`src/rtl/fractal_sync_rf_arbiter.sv`:
```
`timescale 1ns / 1ps
`default_nettype none
// ============================================================================
// Module      : fractal_sync_rf_arbiter
// Description : Shares the N_PORTS check ports of a 1D remote synchronization
//               register file among N_REQ requesters. Up to N_PORTS requests
//               are granted per cycle in round-robin order. The RF verdict is
//               registered per requester and returned on a valid/ready
//               response channel. A RUN/DRAIN/HALTED FSM quiesces RF traffic.
//               Optional statistics counters: FRACTAL_SYNC_RF_ARB_STATS_EN.
// Revision    : 1.0 - initial release
// ============================================================================
module fractal_sync_rf_arbiter #(
  parameter int unsigned N_REQ       = 4,
  parameter int unsigned N_PORTS     = 2,
  parameter int unsigned LEVEL_WIDTH = 1,
  parameter int unsigned ID_WIDTH    = 1
) (
  input  logic                                 clk_i,
  input  logic                                 rst_i,
  // requester side
  input  logic [N_REQ-1:0]                     req_valid_i,
  output logic [N_REQ-1:0]                     req_ready_o,
  input  logic [N_REQ-1:0][LEVEL_WIDTH-1:0]    req_level_i,
  input  logic [N_REQ-1:0][ID_WIDTH-1:0]       req_id_i,
  output logic [N_REQ-1:0]                     rsp_valid_o,
  input  logic [N_REQ-1:0]                     rsp_ready_i,
  output logic [N_REQ-1:0][1:0]                rsp_type_o,
  // register file side
  output logic [N_PORTS-1:0][LEVEL_WIDTH-1:0]  rf_level_o,
  output logic [N_PORTS-1:0][ID_WIDTH-1:0]     rf_id_o,
  output logic [N_PORTS-1:0]                   rf_check_o,
  input  logic [N_PORTS-1:0]                   rf_present_i,
  input  logic [N_PORTS-1:0]                   rf_sig_err_i,
  input  logic [N_PORTS-1:0]                   rf_bypass_i,
  input  logic [N_PORTS-1:0]                   rf_ignore_i,
  // quiesce control
  input  logic                                 halt_i,
  output logic                                 halted_o,
  // statistics
  input  logic                                 stat_clr_i,
  output logic [31:0]                          stat_grants_o,
  output logic [31:0]                          stat_errors_o
);

  localparam int unsigned C_PTR_W = (N_REQ > 1) ? $clog2(N_REQ) : 1;
  localparam int unsigned C_CNT_W = $clog2(N_PORTS + 1);

  localparam logic [1:0] C_RSP_WAIT   = 2'd0;
  localparam logic [1:0] C_RSP_SYNC   = 2'd1;
  localparam logic [1:0] C_RSP_MERGED = 2'd2;
  localparam logic [1:0] C_RSP_ERROR  = 2'd3;

  localparam logic [1:0] C_ST_RUN    = 2'd0;
  localparam logic [1:0] C_ST_DRAIN  = 2'd1;
  localparam logic [1:0] C_ST_HALTED = 2'd2;

  // A configuration with fewer requesters than ports cannot fill the ports.
  generate
    if (N_REQ < N_PORTS) begin : g_cfg_check
      $fatal(1, "fractal_sync_rf_arbiter: N_REQ must be >= N_PORTS");
    end
  endgenerate

  // --------------------------------------------------------------------------
  // State
  // --------------------------------------------------------------------------
  logic [C_PTR_W-1:0]                r_ptr;
  logic [1:0]                        r_state;
  logic [N_REQ-1:0]                  r_rsp_valid;
  logic [N_REQ-1:0][1:0]             r_rsp_type;

  // --------------------------------------------------------------------------
  // Combinational grant datapath
  // --------------------------------------------------------------------------
  logic                              w_grant_en;
  logic [N_REQ-1:0]                  w_eligible;
  logic [N_PORTS-1:0][1:0]           w_port_type;
  logic [N_REQ-1:0]                  w_grant;
  logic [N_REQ-1:0][1:0]             w_req_type;
  logic [N_PORTS-1:0]                w_port_vld;
  logic [N_PORTS-1:0][C_PTR_W-1:0]   w_port_sel;
  logic [C_PTR_W-1:0]                w_last;
  logic [C_CNT_W-1:0]                w_cnt;
  logic [C_PTR_W:0]                  w_sum;
  logic [C_PTR_W-1:0]                w_idx;
  logic [C_PTR_W-1:0]                w_ptr_nxt;
  logic [1:0]                        w_state_nxt;

  // Grants only flow in RUN, and a fresh halt request blocks them at once.
  assign w_grant_en = (r_state == C_ST_RUN) && !halt_i;

  // A requester may be served only if its response slot frees up this cycle.
  assign w_eligible = req_valid_i & (~r_rsp_valid | rsp_ready_i) & {N_REQ{w_grant_en}};

  // Classify each port's RF verdict; error dominates, then merge, then sync.
  always_comb begin
    w_port_type = '0;
    for (int k = 0; k < N_PORTS; k++) begin
      if (rf_sig_err_i[k]) begin
        w_port_type[k] = C_RSP_ERROR;
      end else if (rf_bypass_i[k] || rf_ignore_i[k]) begin
        w_port_type[k] = C_RSP_MERGED;
      end else if (rf_present_i[k]) begin
        w_port_type[k] = C_RSP_SYNC;
      end else begin
        w_port_type[k] = C_RSP_WAIT;
      end
    end
  end

  // Round-robin scan from the pointer; the k-th eligible requester takes port k.
  always_comb begin
    w_grant    = '0;
    w_req_type = '0;
    w_port_vld = '0;
    w_port_sel = '0;
    w_last     = '0;
    w_cnt      = '0;
    w_sum      = '0;
    w_idx      = '0;
    for (int off = 0; off < N_REQ; off++) begin
      w_sum = {1'b0, r_ptr} + (C_PTR_W + 1)'(off);
      if (w_sum >= (C_PTR_W + 1)'(N_REQ)) begin
        w_sum = w_sum - (C_PTR_W + 1)'(N_REQ);
      end
      w_idx = w_sum[C_PTR_W-1:0];
      if (w_eligible[w_idx] && (w_cnt < C_CNT_W'(N_PORTS))) begin
        w_grant[w_idx] = 1'b1;
        w_last         = w_idx;
        for (int k = 0; k < N_PORTS; k++) begin
          if (w_cnt == C_CNT_W'(k)) begin
            w_port_vld[k]     = 1'b1;
            w_port_sel[k]     = w_idx;
            w_req_type[w_idx] = w_port_type[k];
          end
        end
        w_cnt = w_cnt + C_CNT_W'(1);
      end
    end
  end

  // Drive the RF ports; idle ports present all-zero fields.
  always_comb begin
    rf_check_o = '0;
    rf_level_o = '0;
    rf_id_o    = '0;
    for (int k = 0; k < N_PORTS; k++) begin
      if (w_port_vld[k]) begin
        rf_check_o[k] = 1'b1;
        rf_level_o[k] = req_level_i[w_port_sel[k]];
        rf_id_o[k]    = req_id_i[w_port_sel[k]];
      end
    end
  end

  assign req_ready_o = w_grant;

  // Next pointer: one past the last requester served, wrapping at N_REQ.
  always_comb begin
    if (w_last == C_PTR_W'(N_REQ - 1)) begin
      w_ptr_nxt = '0;
    end else begin
      w_ptr_nxt = w_last + C_PTR_W'(1);
    end
  end

  // Pointer advances only in cycles that issued at least one grant.
  always_ff @(posedge clk_i or posedge rst_i) begin
    if (rst_i) begin
      r_ptr <= '0;
    end else if (|w_grant) begin
      r_ptr <= w_ptr_nxt;
    end
  end

  // --------------------------------------------------------------------------
  // Response registers
  // --------------------------------------------------------------------------
  // Load the verdict after a grant; a new grant overrides a retiring response.
  always_ff @(posedge clk_i or posedge rst_i) begin
    if (rst_i) begin
      r_rsp_valid <= '0;
      r_rsp_type  <= '0;
    end else begin
      for (int r = 0; r < N_REQ; r++) begin
        if (w_grant[r]) begin
          r_rsp_valid[r] <= 1'b1;
          r_rsp_type[r]  <= w_req_type[r];
        end else if (rsp_ready_i[r]) begin
          r_rsp_valid[r] <= 1'b0;
        end
      end
    end
  end

  assign rsp_valid_o = r_rsp_valid;
  assign rsp_type_o  = r_rsp_type;

  // --------------------------------------------------------------------------
  // Halt / drain FSM
  // --------------------------------------------------------------------------
  // DRAIN completes on the edge that retires the last outstanding response,
  // since no new grants can be issued while draining.
  always_comb begin
    w_state_nxt = r_state;
    case (r_state)
      C_ST_RUN: begin
        if (halt_i) begin
          w_state_nxt = C_ST_DRAIN;
        end
      end
      C_ST_DRAIN: begin
        if (!halt_i) begin
          w_state_nxt = C_ST_RUN;
        end else if ((r_rsp_valid & ~rsp_ready_i) == '0) begin
          w_state_nxt = C_ST_HALTED;
        end
      end
      C_ST_HALTED: begin
        if (!halt_i) begin
          w_state_nxt = C_ST_RUN;
        end
      end
      default: w_state_nxt = C_ST_RUN;
    endcase
  end

  // FSM state register.
  always_ff @(posedge clk_i or posedge rst_i) begin
    if (rst_i) begin
      r_state <= C_ST_RUN;
    end else begin
      r_state <= w_state_nxt;
    end
  end

  assign halted_o = (r_state == C_ST_HALTED);

  // --------------------------------------------------------------------------
  // Statistics
  // --------------------------------------------------------------------------
`ifdef FRACTAL_SYNC_RF_ARB_STATS_EN
  logic [31:0]        r_stat_grants;
  logic [31:0]        r_stat_errors;
  logic [C_CNT_W-1:0] w_n_errors;

  function automatic logic [31:0] sat_add(input logic [31:0] a, input logic [C_CNT_W-1:0] b);
    logic [32:0] s;
    s = {1'b0, a} + 33'(b);
    return s[32] ? 32'hFFFF_FFFF : s[31:0];
  endfunction

  // Count ports that returned an ERROR verdict for a granted request.
  always_comb begin
    w_n_errors = '0;
    for (int k = 0; k < N_PORTS; k++) begin
      if (w_port_vld[k] && (w_port_type[k] == C_RSP_ERROR)) begin
        w_n_errors = w_n_errors + C_CNT_W'(1);
      end
    end
  end

  // Saturating counters; clear wins over the same-cycle increment.
  always_ff @(posedge clk_i or posedge rst_i) begin
    if (rst_i) begin
      r_stat_grants <= '0;
      r_stat_errors <= '0;
    end else if (stat_clr_i) begin
      r_stat_grants <= '0;
      r_stat_errors <= '0;
    end else begin
      r_stat_grants <= sat_add(r_stat_grants, w_cnt);
      r_stat_errors <= sat_add(r_stat_errors, w_n_errors);
    end
  end

  assign stat_grants_o = r_stat_grants;
  assign stat_errors_o = r_stat_errors;
`else
  logic w_unused_stat_clr;

  assign w_unused_stat_clr = stat_clr_i;
  assign stat_grants_o     = '0;
  assign stat_errors_o     = '0;
`endif

endmodule
`default_nettype wire

```
`config.mk`:
```
export PLATFORM = sky130hd
export DESIGN_NAME = fractal_sync_rf_arbiter
export DESIGN_NICKNAME = d
export VERILOG_FILES = /design/src/rtl/fractal_sync_rf_arbiter.sv
export SDC_FILE = /design/constraint.sdc
export NUM_CORES = 1
export LEC_CHECK = 0
export CORE_ASPECT_RATIO = 0.8
export CORE_MARGIN = 1.5
export CORE_UTILIZATION = 48
export DETAILED_ROUTE_END_ITERATION = 7
export GPL_TIMING_DRIVEN = 0
export PLACE_DENSITY = 0.95
export SYNTH_ARGS = -nofsm -noshare
export SYNTH_HDL_FRONTEND = slang
export SYNTH_SLANG_ARGS = --single-unit
```
`constraint.sdc`:
```
create_clock -name clk_i -period 8.86 [get_ports clk_i]
set_input_delay 1.772 -clock clk_i [delete_from_list [all_inputs] [get_ports clk_i]]
set_output_delay 1.772 -clock clk_i [all_outputs]
set_load 0.02 [all_outputs]
```
Word-level counts from Yosys, hierarchy flattened
Cells that the tools add are included.

Equal/unequal tests: 9. Bitwise gates (word level): 10. Multiplexer cells: 111. Reductions and logical operators: 22. Add/sub/neg operators: 10. Order comparisons: 17.

Operator list (number): $mux W8 (13); $mux W2 (32); $bwmux W8 (6); $mux W1 (36); $mux W4 (7); $lt A2 B3 Y1 const B (6); $bmux W1 S2 (8); $demux W2 S2 (4); $or A4 B4 Y4 (4); $and A4 B4 Y4 (3); $ge A3 B3 Y1 const B (3); $and A8 B8 Y8 (1); $demux W1 S2 (4); $eq A2 B1 Y1 const B (4); $ge A2 B1 Y1 const B (4); $logic_and A1 B1 Y1 (8); $logic_not A2 Y1 (4); $not A4 Y4 (2); $reduce_bool A2 Y1 (4); $sub A2 B1 Y2 const B (4); $add A2 B1 Y2 const B (3); $add A2 B2 Y3 const B (2); $lt A2 B2 Y1 const B (3); $pmux W2 S3 (1); other kinds (10) (13).

Output and inout port bits: 87. Input port bits: 28. Word-level logic and storage cells: 189. Register bits after elaboration: 16.

Longest topological paths before layout
Gate-level depths: netlist of run 1.

Word-level depth: 26. Depth in mapped cells: 17. Mapped depth without buffers: 15.

Worst setup path after synthesis of run 1
No wires, ideal clock.

Kind: input port to output port. Start point: in rsp_ready_i[3]. End point: out rf_id_o[0] in the netlist's numbering. Required time: 7088 ps. Slack: 2222 ps. Cell stages on the path: 15. Arrival time: 4866 ps. Buffers on the path: 1. Path through: and2b_1 > o32ai_4 > nand3_1 > and2_1 > buf_6 > clkinv_4 > ha_1 > nor4_4 > nand2_1 > o22ai_4 > and2_4 > a22oi_2 > a31oi_2 > mux4_2 > and2_1.

RTL lines: start: declaration (line 27) `input logic [N_REQ-1:0] rsp_ready_i,`; end: declaration (line 31) `output logic [N_PORTS-1:0][ID_WIDTH-1:0] rf_id_o,`.

==> impl_metrics.py, run 1 <==
metrics = {
    "run_status": {
        "status": "completed",
    },
    "route": {
        "vias_per_cell": 5.48,
        "ant_nets": 0,
        "routed_wirelength_um": 8680,
        "drcViolationCount": 0,
        "drt_iter0_markers": 390,
        "routedWlPerCell_um": 16.0,
        "drt_first_pass_iters": 8,
        "vias": 2980,
    },
    "yosys": {
        "synth_top_area_cell": "buf_4",
        "yosysWarnings": 0,
        "synth_compound_area_frac": 0.270,
        "ys_types": 79,
        "dominantRegCellSynth": "dfrtp_1",
        "netlist_instances": 350,
        "netlist_top_cells_count": "buf_4, nand2_1, nor2_1",
        "synthMuxAreaShare": 0.0591,
        "synth_top_cells_by_area": "buf_4, dfrtp_1, nand2_1",
        "ys_ff_latch": 16,
        "synthXorXnorAreaFrac": 0.0159,
        "synth_area_mm2": 0.00284,
        "synth-async-reset-ratio": 1.00,
        "synth_edf_count": 0,
        "synth_top_family_by_area": "compound AO/OA/AOI/OAI gates",
        "syn_avg_cell_area_um2": 8.10,
        "synth_fa_ha_area_frac": 0.0397,
        "yosysMostFrequentCell": "buf_4",
        "synth_top_area_frac": 0.169,
        "yosys.area_share.simple": 0.246,
        "synth.yosys.seq_area_share": 0.141,
    },
    "placed_design": {
        "place_ws_ns": 0.776,
        "dpl_cell_area_mm2": 0.00366,
        "dp.cells": 540,
        "dp_hpwl_um": 6740,
        "io_buffers": 49,
        "place_congestion": 0.948,
    },
    "cts": {
        "ctsHoldBuffers": 0,
        "cts_buffers": 3,
        "cts.sinks": 16,
        "htree_num_levels": 1,
        "cts_buffer_depth": 2,
        "clockRootBuffer": "clkbuf_8",
        "cts_resized": 0,
        "clk_latency_ns": 0.26,
        "post_cts_buffers": 0,
        "cts_tree": "yes",
        "clk_pin_slew_ns": 0.07,
    },
    "timing": {
        "fin_tns_setup_ns": 0,
        "rsz0062_at_grt": "no",
        "fin_skew_ns": 0.00732,
        "fmax_mhz": 122,
        "hold_viol": 0,
        "fin_ws_ns": 0.671,
        "slew_viol_final": 0,
        "whs_ns": 0.536,
        "slew_headroom": 0.565,
        "min_period_ns": 8.19,
        "final.period_utilization": 0.924,
        "setup_viol": 0,
        "worst_pin_slew_ns": 0.651,
    },
    "pwr": {
        "clockPowerShare": 0.056,
        "p_comb_frac": 0.831,
        "internal_power_mw": 0.570,
        "p_switching_mw": 0.655,
        "p_per_area_mw_per_mm2": 330,
        "seq_power_share": 0.113,
        "switching_share": 0.535,
        "peakVddDrop_uv": 247,
        "finalPower_mw": 1.22,
        "power_leakage_nw": 1.75,
    },
    "die": {
        "rows": 24,
        "start_util": 0.508,
        "die_w_um": 88.9,
        "io_pins": 115,
        "core_area_mm2": 0.00559,
        "design.die.area_mm2": 0.00638,
        "die_h_um": 71.8,
    },
    "hold_path": {
        "hold_path.class": "reg -> reg",
    },
    "critical_path": {
        "endpoint_kind": "output pin",
        "cp_slowest_cell": "mux4_2",
        "worstSetupPathType": "in -> out",
        "worst-endpoint-arrival_ns": 6.42,
        "crit_chain": "clkdlybuf4s50_1, and2b_1, o22a_1, or3_4, and2_1, buf_6, clkinv_4, ha_1, nor4_4, nand2_1, o22ai_4, and2_4, a22oi_2, a31oi_2, mux4_2, and2_1, clkdlybuf4s50_1",
        "required_ns": 7.09,
        "max_stage_delay_ns": 0.55,
        "start_kind": "primary input",
        "path_max_fanout": 11,
    },
    "layout": {
        "drive_gt1_frac": 0.245,
        "final_cells": 544,
        "area_growth_syn_to_layout_pct": 31.0,
        "fin_area_mm2": 0.00372,
        "diodes": 0,
        "fin_util": 0.665,
        "nets": 504,
        "nFillCells": 481,
    },
    "global_routing": {
        "overflow": 0,
        "grt_pass1_wl_um": 13400,
        "grt_usage": 0.268,
        "grt_max_degree": 17,
        "antenna_found_initial": 0,
        "grt_pass1_vias": 2696,
    },
    "flow_run": {
        "cap_violations": 0,
    },
}
[sequential cells by signal, indices dropped and copies added (netlist names)]
name         count
rsp_type_o       8
r_ptr            2
r_state          2
rsp_valid_o      4
[cell families (layout without fill, tap and decap cells)]
family / count (synthesis) / count (layout)
buf+inv: 95 / 148
fa+ha+maj: 9 / 9
flops: 16 / 16
compound gates: 93 / 93
xor+xnor: 3 / 3
mux: 13 / 13
other cells: 1 / 64
simple gates: 120 / 120
[worst paths after layout]
| path | start | endpoint | slack, ns | cells after the start |
|---|---|---|---|---|
| worst max-delay path | rsp_ready_i[1] | rf_id_o[0] | 0.67 | 17 |
| worst min register to register | rsp_type_o[3] | rsp_type_o[3] | 0.54 | 1 |
| worst min-delay path | rsp_type_o[3] | rsp_type_o[3] | 0.54 | 1 |
| min in group asynchronous | rst_i | rsp_valid_o[3] | 1.89 | 2 |
| max in group asynchronous | rst_i | rsp_type_o[1] | 6.54 | 2 |
| worst max register to register | r_ptr[1] | r_ptr[0] | 4.37 | 15 |
[final cells by class]
cell class / instances / area [um^2] / area share
Buffer: 78 / 573 / 0.154
Clock buffer: 4 / 55.1 / 0.0148
Inverter: 17 / 71.3 / 0.0192
Multi-Input combinational cell: 302 / 2030 / 0.546
Sequential cell: 16 / 400 / 0.108
Tap cell: 78 / 97.6 / 0.0263
Timing Repair Buffer: 49 / 490 / 0.132
[power groups by stage]
stage	combinational, mW	sequential (mW)	clock, mW
2_1_floorplan	0.681	0.163	0
3_3_place_gp	0.963	0.136	0
3_5_place_dp	0.982	0.139	0
4_1_cts	0.992	0.138	0.0687
5_1_grt	1.08	0.142	0.0704
6_report	1.02	0.138	0.0691
[layout by cell type (no fill, tap or decap), types with 8 or more instances in the layout]
cell,instances
clkdlybuf4s50_1,49
and2_1,8
nand2_1,37
ha_1,9
nor2_1,19
o21ai_0,13
buf_4,64
inv_1,12
conb_1,64
nand3_1,8
a21oi_1,14
dfrtp_1,16
[worst max-delay path: cells and delay by family]
family / cells / cell delay (ns)
multiplexers: 1 / 0.55
adder cells (fa/ha/maj): 1 / 0.32
AND/OR/NAND/NOR: 7 / 1.61
AO/OA/AOI/OAI: 4 / 0.97
buffers and inverters: 4 / 1.19
[per-layer routing]
layer	routed length [um]	global-route usage	vias up	part of all wire
li1	-	-	1379	-
met1	3430	0.373	1340	0.40
met2	4030	0.439	226	0.46
met3	984	0.0288	35	0.11
met4	232	0.0786	0	0.027
met5	0	0	-	0
Note: power is estimated with default switching activity, not from simulation.
==> inputs of run 2 (changes only) <==
--- a/config.mk
+++ b/config.mk
@@ -5,6 +5,7 @@
 export SDC_FILE = /design/constraint.sdc
 export NUM_CORES = 1
 export LEC_CHECK = 0
+export ABC_AREA = 1
 export CORE_ASPECT_RATIO = 0.8
 export CORE_MARGIN = 1.5
 export CORE_UTILIZATION = 48
==> run 2 against run 1 <==
  * Global-route usage fell by 0.46 points
  * Non-clock buffer count down 1
  * Die area shrank 1.4%
  * Synthesized cell count increased by 35%
  * Synthesized area fell by 1.4%
  * Sequential share of layout area grew 0.16 points
  * Flip-flop and latch count unchanged
  * Final cell count is 22% higher
  * Register-to-register slack better by 0.62 ns
==> impl_metrics.py, run 2 <==
metrics = {
    "timing": {
        "fin_tns_setup_ns": 0,
        "min_period_ns": 7.36,
        "slew_headroom": 0.446,
        "fin_skew_ns": 0.00325,
        "final.period_utilization": 0.831,
        "setup_viol": 0,
        "hold_viol": 0,
        "fmax_mhz": 136,
        "worst_pin_slew_ns": 0.831,
        "rsz0062_at_grt": "no",
        "slew_viol_final": 0,
    },
    "yosys": {
        "syn_avg_cell_area_um2": 5.94,
        "synth-async-reset-ratio": 1.00,
        "synth_area_mm2": 0.00280,
        "synth_top_cells_by_area": "buf_4, nand2_1, dfrtp_1",
        "synth_edf_count": 0,
        "ys_ff_latch": 16,
        "synth.yosys.seq_area_share": 0.143,
        "synth_top_area_frac": 0.177,
        "yosysMostFrequentCell": "nand2_1",
        "netlist_instances": 471,
        "dominantRegCellSynth": "dfrtp_1",
        "netlist_top_cells_count": "nand2_1, buf_4, nand3_1",
        "yosysWarnings": 0,
        "synth_top_area_cell": "buf_4",
        "ys_types": 35,
    },
    "layout": {
        "diodes": 0,
        "largest_register_ffs": 8,
        "nets": 625,
        "mostFrequentLayoutCell": "nand2_1",
        "final_cell_mix": "nand2_1, buf_4, conb_1",
        "area_growth_syn_to_layout_pct": 31.0,
        "drive_gt1_frac": 0.174,
    },
    "critical_path": {
        "max_stage_delay_ns": 0.60,
        "endpoint_kind": "output pin",
        "cp_num_buf_inv": 6,
        "reg2reg_to": "rsp_type_o[0]",
        "worst-endpoint-arrival_ns": 5.59,
        "regToRegSetupSlack_ns": 4.99,
        "r2r-start": "r_ptr[0]",
        "worstSetupPathType": "in -> out",
        "critPathMostFrequentCell": "nand2_1",
        "cp-startpoint": "halt_i",
        "path_max_fanout": 10,
        "crit_chain": "clkdlybuf4s50_1, nor2_4, nand3_1, nand3_1, nand2_1, inv_1, buf_2, ha_1, clkbuf_1, inv_1, nand2_2, nand2_4, nor2_4, nand2_1, nand2_2, nand2_1, nand3_1, nand2_1, nor2_1, clkdlybuf4s50_1",
        "required_ns": 7.09,
        "start_kind": "primary input",
        "rr_worst_depth": 19,
        "cp_slowest_cell": "clkdlybuf4s50_1",
        "cpLargestDelayFamily": "buffers and inverters",
    },
    "placed_design": {
        "io_buffers": 49,
        "place_congestion": 0.932,
        "dp_hpwl_um": 6750,
    },
    "cts": {
        "clk_latency_ns": 0.25,
        "ctsHoldBuffers": 0,
        "clk_pin_slew_ns": 0.06,
        "cts_buffers": 3,
        "cts_resized": 0,
        "htree_num_levels": 1,
        "cts.sinks": 16,
        "cts_buffer_depth": 2,
        "post_cts_buffers": 0,
        "clockRootBuffer": "clkbuf_8",
        "cts_tree": "yes",
    },
    "die": {
        "die_w_um": 88.3,
        "start_util": 0.506,
        "design.die.area_mm2": 0.00630,
        "die_h_um": 71.3,
        "rows": 24,
        "core_area_mm2": 0.00553,
        "io_pins": 115,
    },
    "hold_path": {
        "hp-start": "rsp_type_o[1]",
        "hold_depth": 2,
        "hold_path.class": "reg -> reg",
        "whs_endpoint": "rsp_type_o[1]",
    },
    "route": {
        "drt_first_pass_iters": 5,
        "routed_wirelength_um": 8350,
        "ant_nets": 0,
        "drt_iter0_markers": 237,
        "drcViolationCount": 0,
        "vias": 3307,
        "routedWlPerCell_um": 12.6,
        "vias_per_cell": 4.98,
    },
    "global_routing": {
        "overflow": 0,
        "grt_pass1_wl_um": 13400,
        "grt_max_degree": 17,
        "grt_pass1_vias": 2827,
        "grt_usage": 0.264,
        "antenna_found_initial": 0,
    },
    "flow_run": {
        "cap_violations": 0,
    },
    "run_status": {
        "status": "completed",
    },
}
run 2: logic make-up (layout without fill, tap and decap cells):
group | Yosys count | count (layout) | share of synthesized area
AO/OA/AOI/OAI | 70 | 70 | 0.147
XOR/XNOR | 1 | 1 | 0.00313
adder cells (fa/ha/maj) | 9 | 9 | 0.0403
buffers and inverters | 129 | 181 | 0.265
flip-flops | 16 | 16 | 0.143
other | 1 | 64 | 0.00134
AND/OR/NAND/NOR | 245 | 245 | 0.400
run 2: how the worst max path moves through the flow:
| stage | end | depth (start not counted) |
|---|---|---|
| final | rf_level_o[1] | 20 |
| after global placement | rf_level_o[1] | 20 |
| after floorplan | rf_level_o[1] | 17 |
| after global routing | rf_id_o[1] | 21 |
| after detailed placement | rf_id_o[1] | 21 |
| after CTS | rf_id_o[1] | 21 |
run 2: worst reg2reg max path: stages (launching register included):
cell and delay (ns):
dfrtp_1 0.39, buf_2 0.24, inv_2 0.14, ha_1 0.39, inv_1 0.17, nand3_1 0.14
nand2_1 0.20, inv_1 0.13, buf_2 0.20, ha_1 0.29, clkbuf_1 0.34, inv_1 0.13
nand2_2 0.12, nand2_4 0.10, nor2_2 0.24, nand2_1 0.11, o22ai_1 0.19, nand2_1 0.08
o21ai_1 0.11, nand2_1 0.06
run 2: metal layers:
| layer | GRT usage | vias up | wire length, um |
|---|---|---|---|
| met5 | 0 | - | 0 |
| met2 | 0.426 | 193 | 3880 |
| met1 | 0.376 | 1473 | 3500 |
| li1 | - | 1624 | - |
| met3 | 0.0426 | 17 | 826 |
| met4 | 0.0486 | 0 | 142 |
run 2: metrics by stage:
stage / worst slack [ns] / util / std cells / hold WS (ns) / cell area (um^2)
5_1_grt: 1.15 / 0.663 / 664 / 0.513 / 3660
2_1_floorplan: 2.93 / - / 534 / 0.515 / 3030
3_5_place_dp: 1.57 / 0.655 / 661 / 0.464 / 3620
4_1_cts: 1.56 / 0.663 / 664 / 0.489 / 3660
6_report: 1.50 / 0.663 / 664 / 0.488 / 3660
3_3_place_gp: 1.63 / 0.655 / 661 / 0.467 / 3620
run 2: area by class of cell:
type                       instances  area, um^2
buffer                            77         547
clock buffer                       3        41.3
fill                             542        1860
inverter                          52         195
multi-input combinational        389        1890
sequential                        16         400
tap                               78        97.6
timing repair buffer              49         490
Power of run 2 is left out: the tool's default activity adds up to more than one toggle a clock period on the data nets, which glitch-free logic cannot reach.
==> inputs of run 3 (changes only) <==
--- a/config.mk
+++ b/config.mk
@@ -8,10 +8,10 @@
 export ABC_AREA = 1
 export CORE_ASPECT_RATIO = 0.8
 export CORE_MARGIN = 1.5
-export CORE_UTILIZATION = 48
+export CORE_UTILIZATION = 40
 export DETAILED_ROUTE_END_ITERATION = 7
 export GPL_TIMING_DRIVEN = 0
-export PLACE_DENSITY = 0.95
+export PLACE_DENSITY = 0.9
 export SYNTH_ARGS = -nofsm -noshare
 export SYNTH_HDL_FRONTEND = slang
 export SYNTH_SLANG_ARGS = --single-unit
==> constraint.sdc (replaced) <==
create_clock -name clk_i -period 6.3 [get_ports clk_i]
set_input_delay 1.26 -clock clk_i [delete_from_list [all_inputs] [get_ports clk_i]]
set_output_delay 1.26 -clock clk_i [all_outputs]
set_load 0.02 [all_outputs]
==> run 3 against run 2 <==
  * Via count fell by 1.4%
  * Hold slack got worse by 0.0013 ns
  * Cell area up 0.44%
  * Critical path type unchanged
  * Routed wire length is 2.1% lower
  * Register-to-register slack worse by 2.3 ns
  * Sequential share of layout area is essentially flat
  * First-iteration DRC count is the same
==> impl_metrics.py, run 3 (synthesis gave the netlist of run 2 again) <==
metrics = {
    "route": {
        "ant_nets": 0,
        "drt_first_pass_iters": 5,
        "vias_per_cell": 4.86,
        "vias": 3261,
        "routedWlPerCell_um": 12.2,
        "routed_wirelength_um": 8180,
        "drcViolationCount": 0,
        "drt_iter0_markers": 237,
    },
    "cts": {
        "clk_latency_ns": 0.25,
        "cts_buffers": 3,
        "cts_tree": "yes",
        "cts.sinks": 16,
        "ctsHoldBuffers": 0,
        "htree_num_levels": 1,
        "clk_pin_slew_ns": 0.06,
        "clockRootBuffer": "clkbuf_8",
        "post_cts_buffers": 0,
        "cts_buffer_depth": 2,
    },
    "die": {
        "die_h_um": 77.8,
        "die_w_um": 96.5,
        "rows": 27,
        "design.die.area_mm2": 0.00750,
        "io_pins": 115,
        "start_util": 0.410,
        "core_area_mm2": 0.00682,
    },
    "timing": {
        "fin_skew_ns": 0.00167,
        "min_period_ns": 6.06,
        "fin_tns_setup_ns": 0,
        "worst_pin_slew_ns": 0.757,
        "hold_viol": 0,
        "slew_viol_final": 0,
        "fmax_mhz": 165,
        "final.period_utilization": 0.962,
        "setup_viol": 0,
        "slew_headroom": 0.493,
        "rsz0062_at_grt": "no",
    },
    "layout": {
        "largest_register_ffs": 8,
        "area_growth_syn_to_layout_pct": 31.5,
        "nFillCells": 683,
        "fin_util": 0.539,
        "multiInputGateArea_mm2": 0.00190,
        "final_cell_mix": "nand2_1, buf_4, conb_1",
        "diodes": 0,
        "nets": 623,
        "seq_area_um2": 400,
        "drive_gt1_frac": 0.178,
        "mostFrequentLayoutCell": "nand2_1",
        "final_cells": 671,
    },
    "critical_path": {
        "regToRegSetupSlack_ns": 2.69,
        "max_stage_delay_ns": 0.61,
        "endpoint_kind": "output pin",
        "start_kind": "primary input",
        "critPathMostFrequentCell": "nand2_1",
        "cp_slowest_cell": "clkdlybuf4s50_1",
        "path_max_fanout": 10,
        "crit_chain": "clkdlybuf4s50_1, nor2_4, nand3_1, nand2_1, nand2_1, nand2_2, inv_2, ha_2, or2_4, nand2_4, nor2_2, buf_6, nand3_1, nand2_1, nand2_1, nand2_1, nor2_1, nor2_1, clkdlybuf4s50_1",
        "worst-endpoint-arrival_ns": 4.80,
        "required_ns": 5.04,
        "worstSetupPathType": "in -> out",
    },
    "global_routing": {
        "antenna_found_initial": 0,
        "grt_pass1_vias": 2846,
        "grt_max_degree": 17,
        "grt_usage": 0.216,
        "overflow": 0,
        "grt_pass1_wl_um": 13000,
    },
    "placed_design": {
        "place_congestion": 0.990,
        "io_buffers": 49,
        "dp_hpwl_um": 6720,
        "dp.cells": 670,
    },
    "run_status": {
        "status": "completed",
    },
    "flow_run": {
        "cap_violations": 0,
    },
    "hold_path": {
        "hold_path.class": "reg -> reg",
    },
}
## run 3: cell types whose count changed in the layout (fill, tap and decap cells not counted)
cell / before / now
buf_2: 2 / 1
ha_1: 9 / 7
dlymetal6s2s_1: 0 / 2
clkdlybuf4s50_1: 49 / 47
clkbuf_1: 8 / 6
ha_2: 0 / 2
clkbuf_4: 0 / 1
## run 3: final cells by class
type | instances | share of cell area
plain buffers | 75 | 0.147
clock buffers | 3 | 0.0112
inverters | 52 | 0.0531
multi-input cells | 389 | 0.515
flip-flops and latches | 16 | 0.109
well taps | 87 | 0.0296
repair buffers | 49 | 0.135
## run 3: through the flow
stage / area (um^2) / worst slack (ns) / hold WS, ns
4_1_cts: 3670 / 0.0373 / 0.487
3_3_place_gp: 3630 / 0.128 / 0.466
5_1_grt: 3680 / 0.0225 / 0.501
3_5_place_dp: 3630 / 0.0502 / 0.464
2_1_floorplan: 3030 / 1.39 / 0.515
6_report: 3680 / 0.238 / 0.487
## run 3: layer usage
layer  vias to the layer above  GRT usage  routed length [um]
met5                         -          0                   0
met4                         0     0.0493                 102
met3                        12     0.0451                 932
met2                       170      0.348                3810
met1                      1466      0.293                3330
li1                       1613          -                   -
## run 3: final timing paths
| kind | start | to | cells after the start |
|---|---|---|---|
| worst min register to register | rsp_type_o[6] | rsp_type_o[6] | 2 |
| worst min-delay path | rsp_type_o[6] | rsp_type_o[6] | 2 |
| min in group asynchronous | rst_i | rsp_type_o[0] | 2 |
| max in group asynchronous | rst_i | r_ptr[0] | 2 |
| worst max-delay path | halt_i | rf_level_o[0] | 19 |
| worst max register to register | r_ptr[0] | rsp_type_o[4] | 20 |
## run 3: timing repair
action / CTS / global route
endpoints found under the setup margin: 0 / 5
hold endpoints to repair: 0 / 0
resized for setup: 0 / 5
## run 3: critical path: cells and delay by family
family / cells / cell delay [ns]
adder cells (fa/ha/maj): 1 / 0.36
buffers and inverters: 4 / 1.56
AND/OR/NAND/NOR: 14 / 1.63
Power of run 3 is left out for the same reason.
